**config.mk**
```make
export PLATFORM = sky130hd
export DESIGN_NAME = jts16_sndcmd
export DESIGN_NICKNAME = d
export VERILOG_FILES = /design/src/rtl/jts16_sndcmd_pkg.sv /design/src/rtl/jts16_sndcmd_fifo.sv /design/src/rtl/jts16_sndcmd.sv
export SDC_FILE = /design/constraint.sdc
export NUM_CORES = 1
export LEC_CHECK = 0
export CAP_MARGIN = 25
export CELL_PAD_IN_SITES_DETAIL_PLACEMENT = 1
export CELL_PAD_IN_SITES_GLOBAL_PLACEMENT = 2
export CORE_ASPECT_RATIO = 0.9
export CORE_MARGIN = 2
export CORE_UTILIZATION = 30
export CTS_CLUSTER_SIZE = 20
export DETAILED_ROUTE_END_ITERATION = 7
export PLACE_DENSITY = 0.84
export SKIP_LAST_GASP = 1
export SLEW_MARGIN = 20
export SYNTH_ARGS = -nofsm -noshare
export SYNTH_HDL_FRONTEND = slang
export SYNTH_HIERARCHICAL = 1
export SYNTH_SLANG_ARGS = --single-unit
```
**constraint.sdc**
```tcl
create_clock -name clk -period 1.2 [get_ports clk]
set_clock_uncertainty 0.05 [all_clocks]
set_input_delay 0.24 -clock clk [delete_from_list [all_inputs] [get_ports clk]]
set_output_delay 0.24 -clock clk [all_outputs]
set_load 0.01 [all_outputs]
```
**src/rtl/jts16_sndcmd_pkg.sv**
```systemverilog
`timescale 1ns/1ps
`default_nettype none
// +------------------------------------------------------------------------+
// | Module   : jts16_snd_pkg                                               |
// | Purpose  : Shared definitions for the System 16A sound command channel:|
// |            status byte bit positions, NMI / ack FSM state types and    |
// |            default timing constants.                                   |
// | Ports    : none (package)                                              |
// | Revision : 1.0 - initial release                                       |
// +------------------------------------------------------------------------+
package jts16_snd_pkg;

    // Status byte layout: {pending, overrun, ack_busy, 0, level[3:0]}
    localparam int c_stat_pend_bit = 7;
    localparam int c_stat_ovr_bit  = 6;
    localparam int c_stat_ack_bit  = 5;
    localparam int c_stat_lvl_lsb  = 0;

    // Default acknowledge length in snd_cen ticks
    localparam int c_def_ack_len   = 4;

    // NMI stays released this many snd_cen ticks between queued commands
    localparam int c_nmi_gap_ticks = 2;

    typedef enum logic [1:0] {
        N_IDLE   = 2'd0,
        N_ASSERT = 2'd1,
        N_GAP    = 2'd2
    } nmi_state_t;

    typedef enum logic [0:0] {
        A_IDLE = 1'b0,
        A_HOLD = 1'b1
    } ack_state_t;

endpackage

`default_nettype wire

```
**src/rtl/jts16_sndcmd_fifo.sv**
```systemverilog
`timescale 1ns/1ps
`default_nettype none
// +------------------------------------------------------------------------+
// | Module   : jts16_sndcmd_fifo                                           |
// | Purpose  : Small synchronous FIFO holding queued sound commands.       |
// |            Head entry is presented combinationally on 'head'.          |
// | Ports    : clk, rst (async, active-high), push, pop, din[WIDTH],       |
// |            head[WIDTH], level[log2(DEPTH):0], full, empty              |
// | Revision : 1.0 - initial release                                       |
// +------------------------------------------------------------------------+
module jts16_sndcmd_fifo #(
    parameter int DEPTH = 4,
    parameter int WIDTH = 8
) (
    input  logic                     clk,
    input  logic                     rst,
    input  logic                     push,
    input  logic                     pop,
    input  logic [WIDTH-1:0]         din,
    output logic [WIDTH-1:0]         head,
    output logic [$clog2(DEPTH):0]   level,
    output logic                     full,
    output logic                     empty
);
    localparam int c_aw = $clog2(DEPTH);

    logic [WIDTH-1:0]  r_mem [DEPTH];
    logic [c_aw-1:0]   r_wr_ptr;
    logic [c_aw-1:0]   r_rd_ptr;
    logic [c_aw:0]     r_level;
    logic              w_do_push;
    logic              w_do_pop;

    assign empty = (r_level == '0);
    assign full  = (r_level == (c_aw+1)'(DEPTH));
    assign level = r_level;
    assign head  = r_mem[r_rd_ptr];

    // A push into a full FIFO is accepted only if a pop frees a slot on the same clk
    assign w_do_pop  = pop & ~empty;
    assign w_do_push = push & (~full | w_do_pop);

    always_ff @(posedge clk or posedge rst) begin
        if (rst) begin
            r_wr_ptr <= '0;
            r_rd_ptr <= '0;
            r_level  <= '0;
        end else begin
            if (w_do_push) r_wr_ptr <= r_wr_ptr + 1'b1;
            if (w_do_pop)  r_rd_ptr <= r_rd_ptr + 1'b1;
            case ({w_do_push, w_do_pop})
                2'b10:   r_level <= r_level + 1'b1;
                2'b01:   r_level <= r_level - 1'b1;
                default: r_level <= r_level;
            endcase
        end
    end

    always_ff @(posedge clk) begin
        if (w_do_push) r_mem[r_wr_ptr] <= din;
    end

endmodule

`default_nettype wire

```
**src/rtl/jts16_sndcmd.sv**
```systemverilog
`timescale 1ns/1ps
`default_nettype none
// +------------------------------------------------------------------------+
// | Module   : jts16_sndcmd                                                |
// | Purpose  : Sound-CPU end of the System 16A main->sound command channel.|
// |            Captures the command on the falling edge of snd_irqn, holds |
// |            it for the Z80, drives the Z80 NMI and returns an ack pulse |
// |            once the command has been read.                             |
// | Ports    : clk, rst (async, active-high), snd_cen, snd_latch[8],       |
// |            snd_irqn, snd_ack, cmd_cs, stat_cs, rd_n, dout[8], nmi_n    |
// | Config   : JTS16_SNDCMD_FIFO_EN - queue commands in a FIFO_DEPTH FIFO  |
// |            instead of a single overwrite-on-overrun latch.             |
// | Revision : 1.0 - initial release                                       |
// +------------------------------------------------------------------------+
module jts16_sndcmd
    import jts16_snd_pkg::*;
#(
    parameter int ACK_LEN    = c_def_ack_len,
    parameter int FIFO_DEPTH = 4
) (
    input  logic       clk,
    input  logic       rst,
    input  logic       snd_cen,
    input  logic [7:0] snd_latch,
    input  logic       snd_irqn,
    output logic       snd_ack,
    input  logic       cmd_cs,
    input  logic       stat_cs,
    input  logic       rd_n,
    output logic [7:0] dout,
    output logic       nmi_n
);

    if (ACK_LEN < 1 || ACK_LEN > 15) begin : g_chk_ack_len
        $error("jts16_sndcmd: ACK_LEN must be 1..15");
    end
    if (FIFO_DEPTH < 2 || FIFO_DEPTH > 8 || (FIFO_DEPTH & (FIFO_DEPTH-1)) != 0) begin : g_chk_depth
        $error("jts16_sndcmd: FIFO_DEPTH must be a power of two in 2..8");
    end

    // ---------------------------------------------------------------------
    // Request edge detect and Z80 read tracking
    // ---------------------------------------------------------------------
    logic r_irqn_last;
    logic r_rd_cmd;
    logic r_rd_stat;
    logic w_capture;
    logic w_rd_cmd;
    logic w_rd_stat;
    logic w_cmd_done;
    logic w_stat_done;

    assign w_capture   = r_irqn_last & ~snd_irqn;
    assign w_rd_cmd    = cmd_cs & ~rd_n;
    assign w_rd_stat   = stat_cs & ~rd_n;
    // A read completes on the first clk its select/strobe term drops
    assign w_cmd_done  = r_rd_cmd & ~w_rd_cmd;
    assign w_stat_done = r_rd_stat & ~w_rd_stat;

    always_ff @(posedge clk or posedge rst) begin
        if (rst) begin
            r_irqn_last <= 1'b1;
            r_rd_cmd    <= 1'b0;
            r_rd_stat   <= 1'b0;
        end else begin
            r_irqn_last <= snd_irqn;
            r_rd_cmd    <= w_rd_cmd;
            r_rd_stat   <= w_rd_stat;
        end
    end

    // ---------------------------------------------------------------------
    // Command storage
    // ---------------------------------------------------------------------
    logic       w_pending;
    logic [7:0] w_head;
    logic [3:0] w_level;
    logic       w_drop;

`ifdef JTS16_SNDCMD_FIFO_EN
    localparam int c_lvl_w = $clog2(FIFO_DEPTH) + 1;

    logic               w_full;
    logic               w_empty;
    logic               w_pop;
    logic [7:0]         w_fifo_head;
    logic [c_lvl_w-1:0] w_fifo_level;

    assign w_pop  = w_cmd_done & ~w_empty;
    // A capture that finds the FIFO full with no pop on the same clk is lost
    assign w_drop = w_capture & w_full & ~w_pop;

    jts16_sndcmd_fifo #(
        .DEPTH (FIFO_DEPTH),
        .WIDTH (8)
    ) u_fifo (
        .clk   (clk),
        .rst   (rst),
        .push  (w_capture),
        .pop   (w_pop),
        .din   (snd_latch),
        .head  (w_fifo_head),
        .level (w_fifo_level),
        .full  (w_full),
        .empty (w_empty)
    );

    assign w_pending = ~w_empty;
    assign w_head    = w_empty ? 8'hFF : w_fifo_head;
    assign w_level   = 4'(w_fifo_level);
`else
    logic [7:0] r_cmd;
    logic       r_pending;

    // Capture has priority over read completion: the new byte stays pending
    always_ff @(posedge clk or posedge rst) begin
        if (rst) begin
            r_cmd     <= 8'hFF;
            r_pending <= 1'b0;
        end else if (w_capture) begin
            r_cmd     <= snd_latch;
            r_pending <= 1'b1;
        end else if (w_cmd_done) begin
            r_pending <= 1'b0;
        end
    end

    // Overwriting an unread command is an overrun; replacing one being
    // consumed on the same clk is not
    assign w_drop    = w_capture & r_pending & ~w_cmd_done;
    assign w_pending = r_pending;
    assign w_head    = r_cmd;
    assign w_level   = {3'b000, r_pending};
`endif

    logic r_overrun;

    always_ff @(posedge clk or posedge rst) begin
        if (rst) begin
            r_overrun <= 1'b0;
        end else if (w_drop) begin
            r_overrun <= 1'b1;
        end else if (w_stat_done) begin
            r_overrun <= 1'b0;
        end
    end

    // ---------------------------------------------------------------------
    // Ack FSM
    // ---------------------------------------------------------------------
    ack_state_t r_ack_state;
    ack_state_t w_ack_next;
    logic [3:0] r_ack_cnt;

    always_ff @(posedge clk or posedge rst) begin
        if (rst) begin
            r_ack_state <= A_IDLE;
            r_ack_cnt   <= '0;
        end else begin
            r_ack_state <= w_ack_next;
            // Every completion (re)loads the counter, stretching a live pulse
            if (w_cmd_done) begin
                r_ack_cnt <= 4'(ACK_LEN);
            end else if (r_ack_state == A_HOLD && snd_cen) begin
                r_ack_cnt <= r_ack_cnt - 1'b1;
            end
        end
    end

    always_comb begin
        w_ack_next = r_ack_state;
        snd_ack    = 1'b0;
        case (r_ack_state)
            A_IDLE: begin
                if (w_cmd_done) w_ack_next = A_HOLD;
            end
            A_HOLD: begin
                snd_ack = 1'b1;
                if (!w_cmd_done && snd_cen && r_ack_cnt == 4'd1) w_ack_next = A_IDLE;
            end
            default: w_ack_next = A_IDLE;
        endcase
    end

    // ---------------------------------------------------------------------
    // NMI FSM
    // ---------------------------------------------------------------------
    nmi_state_t r_nmi_state;
    nmi_state_t w_nmi_next;
    logic [1:0] r_gap_cnt;
    logic       w_gap_last;

    assign w_gap_last = snd_cen && (r_gap_cnt == 2'(c_nmi_gap_ticks - 1));

    always_ff @(posedge clk or posedge rst) begin
        if (rst) begin
            r_nmi_state <= N_IDLE;
            r_gap_cnt   <= '0;
        end else begin
            r_nmi_state <= w_nmi_next;
            if (r_nmi_state != N_GAP) begin
                r_gap_cnt <= '0;
            end else if (snd_cen) begin
                r_gap_cnt <= r_gap_cnt + 1'b1;
            end
        end
    end

    always_comb begin
        w_nmi_next = r_nmi_state;
        nmi_n      = 1'b1;
        case (r_nmi_state)
            N_IDLE: begin
                if (w_pending) w_nmi_next = N_ASSERT;
            end
            N_ASSERT: begin
                nmi_n = 1'b0;
                if (w_cmd_done) w_nmi_next = N_GAP;
            end
            N_GAP: begin
                // Released gap gives the Z80 a fresh NMI edge per queued command
                if (w_gap_last) w_nmi_next = w_pending ? N_ASSERT : N_IDLE;
            end
            default: w_nmi_next = N_IDLE;
        endcase
    end

    // ---------------------------------------------------------------------
    // Z80 data bus
    // ---------------------------------------------------------------------
    logic [7:0] w_status;

    always_comb begin
        w_status                                     = 8'h00;
        w_status[c_stat_pend_bit]                    = w_pending;
        w_status[c_stat_ovr_bit]                     = r_overrun;
        w_status[c_stat_ack_bit]                     = (r_ack_state == A_HOLD);
        w_status[c_stat_lvl_lsb +: 4]                = w_level;
    end

    // The byte is sampled when a read starts and frozen until the read ends,
    // so a capture mid-read cannot change what the Z80 sees
    always_ff @(posedge clk or posedge rst) begin
        if (rst) begin
            dout <= 8'hFF;
        end else if (w_rd_cmd) begin
            if (!r_rd_cmd) dout <= w_head;
        end else if (w_rd_stat) begin
            if (!r_rd_stat) dout <= w_status;
        end else begin
            dout <= 8'hFF;
        end
    end

endmodule

`default_nettype wire
```
* Word level (Yosys, flattened, before mapping) *
Index checks and enable logic that the tools add are counted.
W data, S select, Z words.

word-level totals
  register bits after elaboration = 30
  bits in latches = 0
  memory bits (writable) = 0
  ROM bits = 0
  output and inout port bits = 10
  logic and storage cells = 70
  memories = 0

operators by class
  $add $sub $neg = 2
  multiply operators = 0
  div/mod/pow operators = 0
  magnitude comparators = 0
  equality and inequality tests = 10
  shift-type cells = 0
  muxes and demuxes = 22
  bitwise operators = 13
  reduce and logical (&&, ||, !) cells = 12

operators with widths
  cell                   number
  $mux W8                4
  $mux W2                5
  $ne A2 B2 Y1 const B   5
  $mux W1                9
  $mux W4                2
  $reduce_bool A2 Y1     4
  $and A1 B1 Y1          7
  $not A1 Y1             6
  $pmux W2 S3            1
  $eq A2 B1 Y1 const B   2
  $eq A4 B1 Y1 const B   1
  $logic_and A1 B1 Y1    4
  $sub A4 B1 Y4 const B  1
  $ne A3 B3 Y1 const B   1
  $reduce_and A3 Y1      1
  $add A2 B1 Y2 const B  1
  $eq A2 B2 Y1 const B   1
  $logic_not A2 Y1       1
  $pmux W1 S2            1
  $reduce_and A2 Y1      1
  $logic_not A1 Y1       1

* Logic depth before layout (Yosys ltp) *
Gate-level depths: netlist (run 1).

  depth after elaboration = 9
  gate-level depth with buffers = 5
  depth with buffers taken out = 5

* Worst setup path after synthesis (run 1) *
OpenSTA, ideal clock, no wires.

  path kind = flip-flop to flip-flop
  start point = reg r_ack_cnt[0]
  end point = reg r_ack_cnt[3]
  library setup time = 77 ps
  data arrival time = 1156 ps
  setup slack = -83 ps
  stages on the path, launching flop included = 4
  buffers on the path = 0
  clock period less this slack = 1283 ps
  cell sequence = dfrtp_1 or3_1 or3_1 a21oi_1

between the ends
  word-level cells in the longest chain between the ends = 3

RTL lines
  element                   RTL line             RTL
  start: declaration        jts16_sndcmd.sv:153  logic [3:0] r_ack_cnt;
  start signal: assignment  jts16_sndcmd.sv:163  r_ack_cnt <= 4'(ACK_LEN);
  start signal: assignment  jts16_sndcmd.sv:165  r_ack_cnt <= r_ack_cnt - 1'b1;
  $sub A4 B1 Y4             jts16_sndcmd.sv:165
  $mux W4                   jts16_sndcmd.sv:164  end else if (r_ack_state == A_HOLD && snd_cen) begin
  $mux W4                   jts16_sndcmd.sv:162  if (w_cmd_done) begin

No other way between the ends. The select of a mux whose other input is x is not followed.
A chain may end at the register's enable or synchronous reset.

* Final worst setup path (run 1) *
  start point = reg r_ack_cnt[1]
  end point = reg r_ack_cnt[3]

Same word-level chain as after synthesis.

==> run_results.csv, run 1 <==
group,metric,value,unit
route,postRouteAntennaNets,0,
pwr,seq_power_share,40.2,%
global_routing,grt_pass1_vias,1162,
hold_path,worstHoldPathType,"in2async",
logic_synthesis,synth.distinct_cells,31,
setup_path,crit_start,"r_ack_cnt[1]$_DFFE_PP0P_",
pwr,peakVddDrop,0.745,mV
sta,final.setup.tns,-0.794,ns
status,violations,"negative setup slack",
logic_synthesis,syn_nets,124,
finish,area_growth_syn_to_layout,58.0,%
global_routing,grt_start_max_net_pins,31,
floorplan,initial_utilization,31.7,%
pwr,p_leak,0.875,nW
pwr,sw_frac_of_total,29.6,%
clocking,cts_root_buffer,"clkbuf_8",
logic_synthesis,ys_seq_area_share,58.5,%
sta,period_share,113,%
setup_path,crit_fanout,2,
finish,fillCellCount,435,
pwr,internal-power,2.44,mW
clocking,cts_inserted_buffers,5,
logic_synthesis,synthArstFlopShare,100,%
route,vias,1025,
floorplan,die_x,73.9,µm
clocking,htree_num_levels,2,
placed_design,pre_cts_slack,-0.479,ns
setup_path,rr_startpoint,"r_ack_cnt[1]$_DFFE_PP0P_",
logic_synthesis,ys_ff_latch,30,
clocking,holdBufCountCts,0,
setup_path,critPathCapture,"r_ack_cnt[3]$_DFFE_PP0P_",
setup_path,r2r_end,"r_ack_cnt[3]$_DFFE_PP0P_",
setup_path,r2r_slack,-0.15,ns
logic_synthesis,synth_cells,106,
sta,slew_viol_final,0,
logic_synthesis,ys.flop_type,"dfstp_2",
setup_path,worstPathArrival,1.52,ns
placed_design,portBuffers,24,
clocking,clock_sinks,30,
setup_path,cp.required,1.37,ns
pwr,pwr_density_cell,1660,nW/µm²
clocking,cts_buffer_depth,2,
sta,post-route-min-period,1.35,ns
sta,finalHoldViolCount,0,
placed_design,dp_hpwl,2340,µm
clocking,tritoncts,"built",
setup_path,reg2reg_depth,3,
sta,timing.fmax,0.740,GHz
finish,n_antenna_cell,0,
global_routing,grt_pass1_wl,5610,µm
sta,slew_headroom,79.5,%
finish,final_core_util,50.1,%
global_routing,antenna_found_initial,0,
logic_synthesis,avgSynthCellArea,12.4,µm²
floorplan,rows,22,
flow_run,drv_cap,0,
floorplan,ioPinCount,25,
route,drt-pass1-iter-count,4,
clocking,worstSkewPairLatency,0.29,ns
finish,nNetsFinal,177,
finish,drive_gt1_share,55.0,%
floorplan,core,4160,µm²
setup_path,endpoint_kind,"flop",
setup_path,cp-start-kind,"flop",
route,drc,0,
status,status,"finished with violations",
sta,worst_pin_slew,0.308,ns
pwr,pwr-share-comb,35.6,%
placed_design,globalplace.congestion,0.793,
pwr,power_switching,1.03,mW
route,drtIter0Drc,22,
pwr,pwr-share-clk,24.2,%
global_routing,overflow,0,
route,via_per_inst,4.66,
logic_synthesis,synth-edff-count,0,
floorplan,die_h,66.9,µm
clocking,clk_pin_slew_worst_paths,0.07,ns
logic_synthesis,yosysWarnings,6,
setup_path,worstSetupPathType,"reg2reg",
route,wl_per_cell,15.3,µm
floorplan,die_area,4940,µm²
route,routed_wirelength,3360,µm
sta,timing.final.ws_setup,-0.151,ns
logic_synthesis,syn_area,1320,µm²
sta,setup_viol,27,
global_routing,gr-usage-all-layers,15.6,%
sta,rsz0062_at_grt,"true",
flip-flops by register name, indices dropped and copies added, names as in the netlist, 2 cells and up:
signal and count:
r_gap_cnt 2, r_nmi_state 2, dout 8, r_cmd 8
r_ack_cnt 4
placed cells by master (no fill, tap or decap), drive strengths merged, types with 2 or more instances in the layout:
cell type and instances:
ha 3, dfstp 17, xnor2 2, nand2b 5, clkbuf 7, dfrtp 13
nor2 3, dlygate4sd2 3, nand2 4, inv 6, o21a 4, buf 36
o22a 4, o21ai 7, a21oi 5, mux2 8, a2bb2oi 4, or3 2
nor2b 4, clkdlybuf4s50 11
what timing repair did:
action / in CTS / in global routing
gates resized for setup: 71 / 17
hold endpoints to repair: 0 / 0
endpoints found under the setup margin: 33 / 32
pin swaps: 6 / 6
buffers inserted: 2 / 1
routing by layer:
metal | track usage (%) | wire [µm] | vias to the layer above
met5 | 0 | 0 | -
met4 | 10.5 | 89 | 0
met3 | 3.78 | 80 | 7
met2 | 24.9 | 1730 | 15
met1 | 18.6 | 1460 | 522
li1 | - | - | 481
critical path: stages, from the launching register on:
cell and delay (ns):
dfrtp_1 0.38, or3_4 0.40, or3_4 0.34, a21oi_2 0.12
synth_stat cells, types with 3 or more instances:
library cell  number  area share (%)
a21oi_1            5             1.9
a2bb2oi_1          4             2.7
dfrtp_1           13              25
dfstp_2           17              34
ha_1               3             2.8
inv_1              6             1.7
mux2_2             8             6.8
nand2_1            4             1.1
nand2b_1           5             2.4
nor2_1             3            0.85
o21a_1             4             2.3
o21ai_0            7             2.7
o22a_1             4             2.7
how the worst min path moves through the flow:
stage | from | endpoint | slack, ns | depth (start not counted)
final | rst | r_rd_stat$_DFF_PP0_ | 0.24 | 3
after floorplan | snd_irqn | r_irqn_last$_DFF_PP1_ | 0.19 | 0
after CTS | rst | r_rd_cmd$_DFF_PP0_ | 0.24 | 3
after detailed placement | r_overrun$_DFFE_PP0P_ | r_overrun$_DFFE_PP0P_ | 0.44 | 1
after global placement | r_overrun$_DFFE_PP0P_ | r_overrun$_DFFE_PP0P_ | 0.43 | 1
after global routing | rst | r_rd_stat$_DFF_PP0_ | 0.26 | 3
cells by family after synthesis:
kind of cell,count (synthesis),synth area share [%]
compound gates,32,17.7
flops,30,58.5
simple gates,20,8.63
buf+inv,10,3.42
mux,8,6.83
xor+xnor,3,1.99
fa+ha+maj,3,2.85
power by group through the flow:
stage          clock (mW)  sequential [mW]  combinational (mW)
6_report            0.840             1.39                1.23
2_1_floorplan           0             1.39               0.445
3_3_place_gp            0             1.37               0.943
5_1_grt             0.928             1.41                1.36
4_1_cts             0.872             1.39                1.16
3_5_place_dp            0             1.38               0.987
cell type report:
cell class	count	area, µm²	area share, %
Sequential cell	30	772	37.1
Timing Repair Buffer	50	473	22.7
Tap cell	60	75.1	3.60
Multi-Input combinational cell	66	644	30.9
Clock inverter	1	5.00	0.240
Inverter	6	27.5	1.32
Clock buffer	7	86.3	4.14
through the flow:
stage          hold slack [ns]  cells  power (mW)  area (µm²)
5_1_grt                  0.257    220        3.70        2080
4_1_cts                  0.243    219        3.43        2040
3_5_place_dp             0.443    209        2.37        1830
2_1_floorplan            0.194    106        1.84        1350
6_report                 0.241    220        3.47        2080
3_3_place_gp             0.429    209        2.31        1830
(Power assumes the default switching activity.)
==> inputs of run 2 (changes only) <==
--- a/config.mk
+++ b/config.mk
@@ -13,6 +13,7 @@
 export CORE_UTILIZATION = 30
 export CTS_CLUSTER_SIZE = 20
 export DETAILED_ROUTE_END_ITERATION = 7
+export MAX_ROUTING_LAYER = met4
 export PLACE_DENSITY = 0.84
 export SKIP_LAST_GASP = 1
 export SLEW_MARGIN = 20
==> run 2 against run 1 <==
Compared with the run above: the flow still finishes with violations (negative setup slack); hold slack about the same; critical path type unchanged; via count increased by 0.20%; register-to-register slack about the same; cell count unchanged; sequential share of layout area unchanged; die area unchanged; total power about the same; routed wire length increased by 0.21%.
==> run_results.csv, run 2 (synthesis gave the netlist of run 1 again) <==
group,metric,value,unit
status,status,"finished with violations",
status,violations,"negative setup slack",
setup_path,slowest_delay,0.40,ns
setup_path,worstPathArrival,1.52,ns
floorplan,initial_utilization,31.7,%
clocking,worstSkewPairLatency,0.29,ns
setup_path,path_cells,"or3_4 > or3_4 > a21oi_2",
global_routing,antenna_found_initial,0,
sta,worst_pin_slew,0.307,ns
global_routing,grt_start_max_net_pins,31,
pwr,pwr-share-comb,35.6,%
setup_path,critPathCapture,"r_ack_cnt[3]$_DFFE_PP0P_",
clocking,cts_buffer_depth,2,
clocking,holdBufCountCts,0,
setup_path,r2r_end,"r_ack_cnt[3]$_DFFE_PP0P_",
sta,rsz0062_at_grt,"true",
route,via_per_inst,4.67,
finish,reg_top3,"dout x8, r_cmd x8, r_ack_cnt x4",
global_routing,gr-usage-all-layers,16.0,%
sta,timing.final.ws_setup,-0.151,ns
setup_path,worstSetupPathType,"reg2reg",
floorplan,die_h,66.9,µm
setup_path,cp.required,1.37,ns
placed_design,portBuffers,24,
setup_path,rr_startpoint,"r_ack_cnt[1]$_DFFE_PP0P_",
sta,finalHoldViolCount,0,
sta,post-route-min-period,1.35,ns
setup_path,crit_fanout,2,
global_routing,grt_pass1_vias,1165,
floorplan,ioPinCount,25,
route,drt-pass1-iter-count,4,
setup_path,cp-start-kind,"flop",
pwr,seq_power_share,40.2,%
sta,setup_viol,27,
setup_path,endpoint_kind,"flop",
placed_design,dp_hpwl,2340,µm
clocking,cts_inserted_buffers,5,
floorplan,die_area,4940,µm²
placed_design,pre_cts_slack,-0.479,ns
global_routing,overflow,0,
clocking,clock_sinks,30,
route,drtIter0Drc,24,
finish,final_common_cell,"buf_4",
pwr,peakVddDrop,0.745,mV
pwr,power_switching,1.03,mW
pwr,pwr_density_cell,1660,nW/µm²
setup_path,crit_top_cell,"or3_4",
pwr,p_leak,0.875,nW
finish,final_cell_mix,"buf_4 (19), dfstp_2 (17), buf_6 (15)",
sta,slew_viol_final,0,
setup_path,reg2reg_depth,3,
clocking,clk_pin_slew_worst_paths,0.07,ns
floorplan,core,4160,µm²
global_routing,grt_pass1_wl,5620,µm
setup_path,crit_start,"r_ack_cnt[1]$_DFFE_PP0P_",
pwr,power,3.47,mW
pwr,pwr-share-clk,24.2,%
finish,n_antenna_cell,0,
route,postRouteAntennaNets,0,
route,routed_wirelength,3360,µm
hold_path,worstHoldPathType,"in2async",
sta,hold-worst-slack,0.241,ns
setup_path,slowest_stage,"or3_4",
clocking,htree_num_levels,2,
finish,drive_gt1_share,55.0,%
setup_path,r2r_slack,-0.15,ns
clocking,tritoncts,"built",
floorplan,rows,22,
floorplan,die_x,73.9,µm
sta,timing.fmax,0.740,GHz
flow_run,drv_cap,0,
finish,nNetsFinal,177,
placed_design,globalplace.congestion,0.805,
pwr,sw_frac_of_total,29.6,%
route,drc,0,
sta,slew_headroom,79.5,%
sta,period_share,113,%
finish,fillCellCount,435,
clocking,cts_root_buffer,"clkbuf_8",
route,vias,1027,
finish,area_growth_syn_to_layout,58.0,%
pwr,internal-power,2.44,mW
route,wl_per_cell,15.3,µm
[run 2: cell counts in the layout (fill, tap and decap cells not counted)]
Identical to the previous run, type by type.
[run 2: worst min path at each step]
stage,depth (start not counted),slack [ns],to,startpoint
after floorplan,0,0.19,r_irqn_last$_DFF_PP1_,snd_irqn
after global placement,1,0.43,r_overrun$_DFFE_PP0P_,r_overrun$_DFFE_PP0P_
after detailed placement,1,0.44,r_overrun$_DFFE_PP0P_,r_overrun$_DFFE_PP0P_
after CTS,3,0.24,r_rd_cmd$_DFF_PP0_,rst
after global routing,3,0.26,r_rd_stat$_DFF_PP0_,rst
final,3,0.24,r_rd_stat$_DFF_PP0_,rst
[run 2: final cells by class]
cell class | count | area (µm²) | share of cell area [%]
timing repair buffer | 50 | 473 | 22.7
clock buffer | 7 | 86.3 | 4.14
multi-input combinational | 66 | 644 | 30.9
tap | 60 | 75.1 | 3.60
sequential | 30 | 772 | 37.1
clock inverter | 1 | 5.00 | 0.240
inverter | 6 | 27.5 | 1.32
[run 2: power groups by stage]
stage | logic [mW] | registers (mW) | clock network, mW
after floorplan | 0.445 | 1.39 | 0
after global placement | 0.943 | 1.37 | 0
after detailed placement | 0.987 | 1.38 | 0
after CTS | 1.16 | 1.39 | 0.872
after global routing | 1.36 | 1.41 | 0.924
final | 1.23 | 1.39 | 0.841
[run 2: timing repair]
action	4_1_cts	5_1_grt
pin swaps	6	6
setup buffers	2	1
resized for setup	71	17
setup endpoints to repair	33	32
hold endpoints to repair	0	0
[run 2: worst max-delay path: cells and delay by family (launching register included)]
family,cells,cell delay [ns]
AND/OR/NAND/NOR,2,0.74
flip-flops,1,0.38
AO/OA/AOI/OAI,1,0.12
[run 2: per-layer routing]
metal	global-route usage [%]	up-vias	wire [µm]
li1	-	482	-
met2	24.9	15	1740
met1	18.7	523	1450
met4	10.5	0	89
met5	-	-	0
met3	3.33	7	80
[run 2: through the flow]
| stage | util [%] | std cells | instance area (µm²) | setup TNS, ns |
|---|---|---|---|---|
| after floorplan | - | 106 | 1350 | -0.414 |
| after global placement | 43.9 | 209 | 1830 | -8.77 |
| after detailed placement | 43.9 | 209 | 1830 | -9.59 |
| final | 50.1 | 220 | 2080 | -0.803 |
| after CTS | 49.2 | 219 | 2040 | -1.20 |
| after global routing | 50.1 | 220 | 2080 | -2.01 |
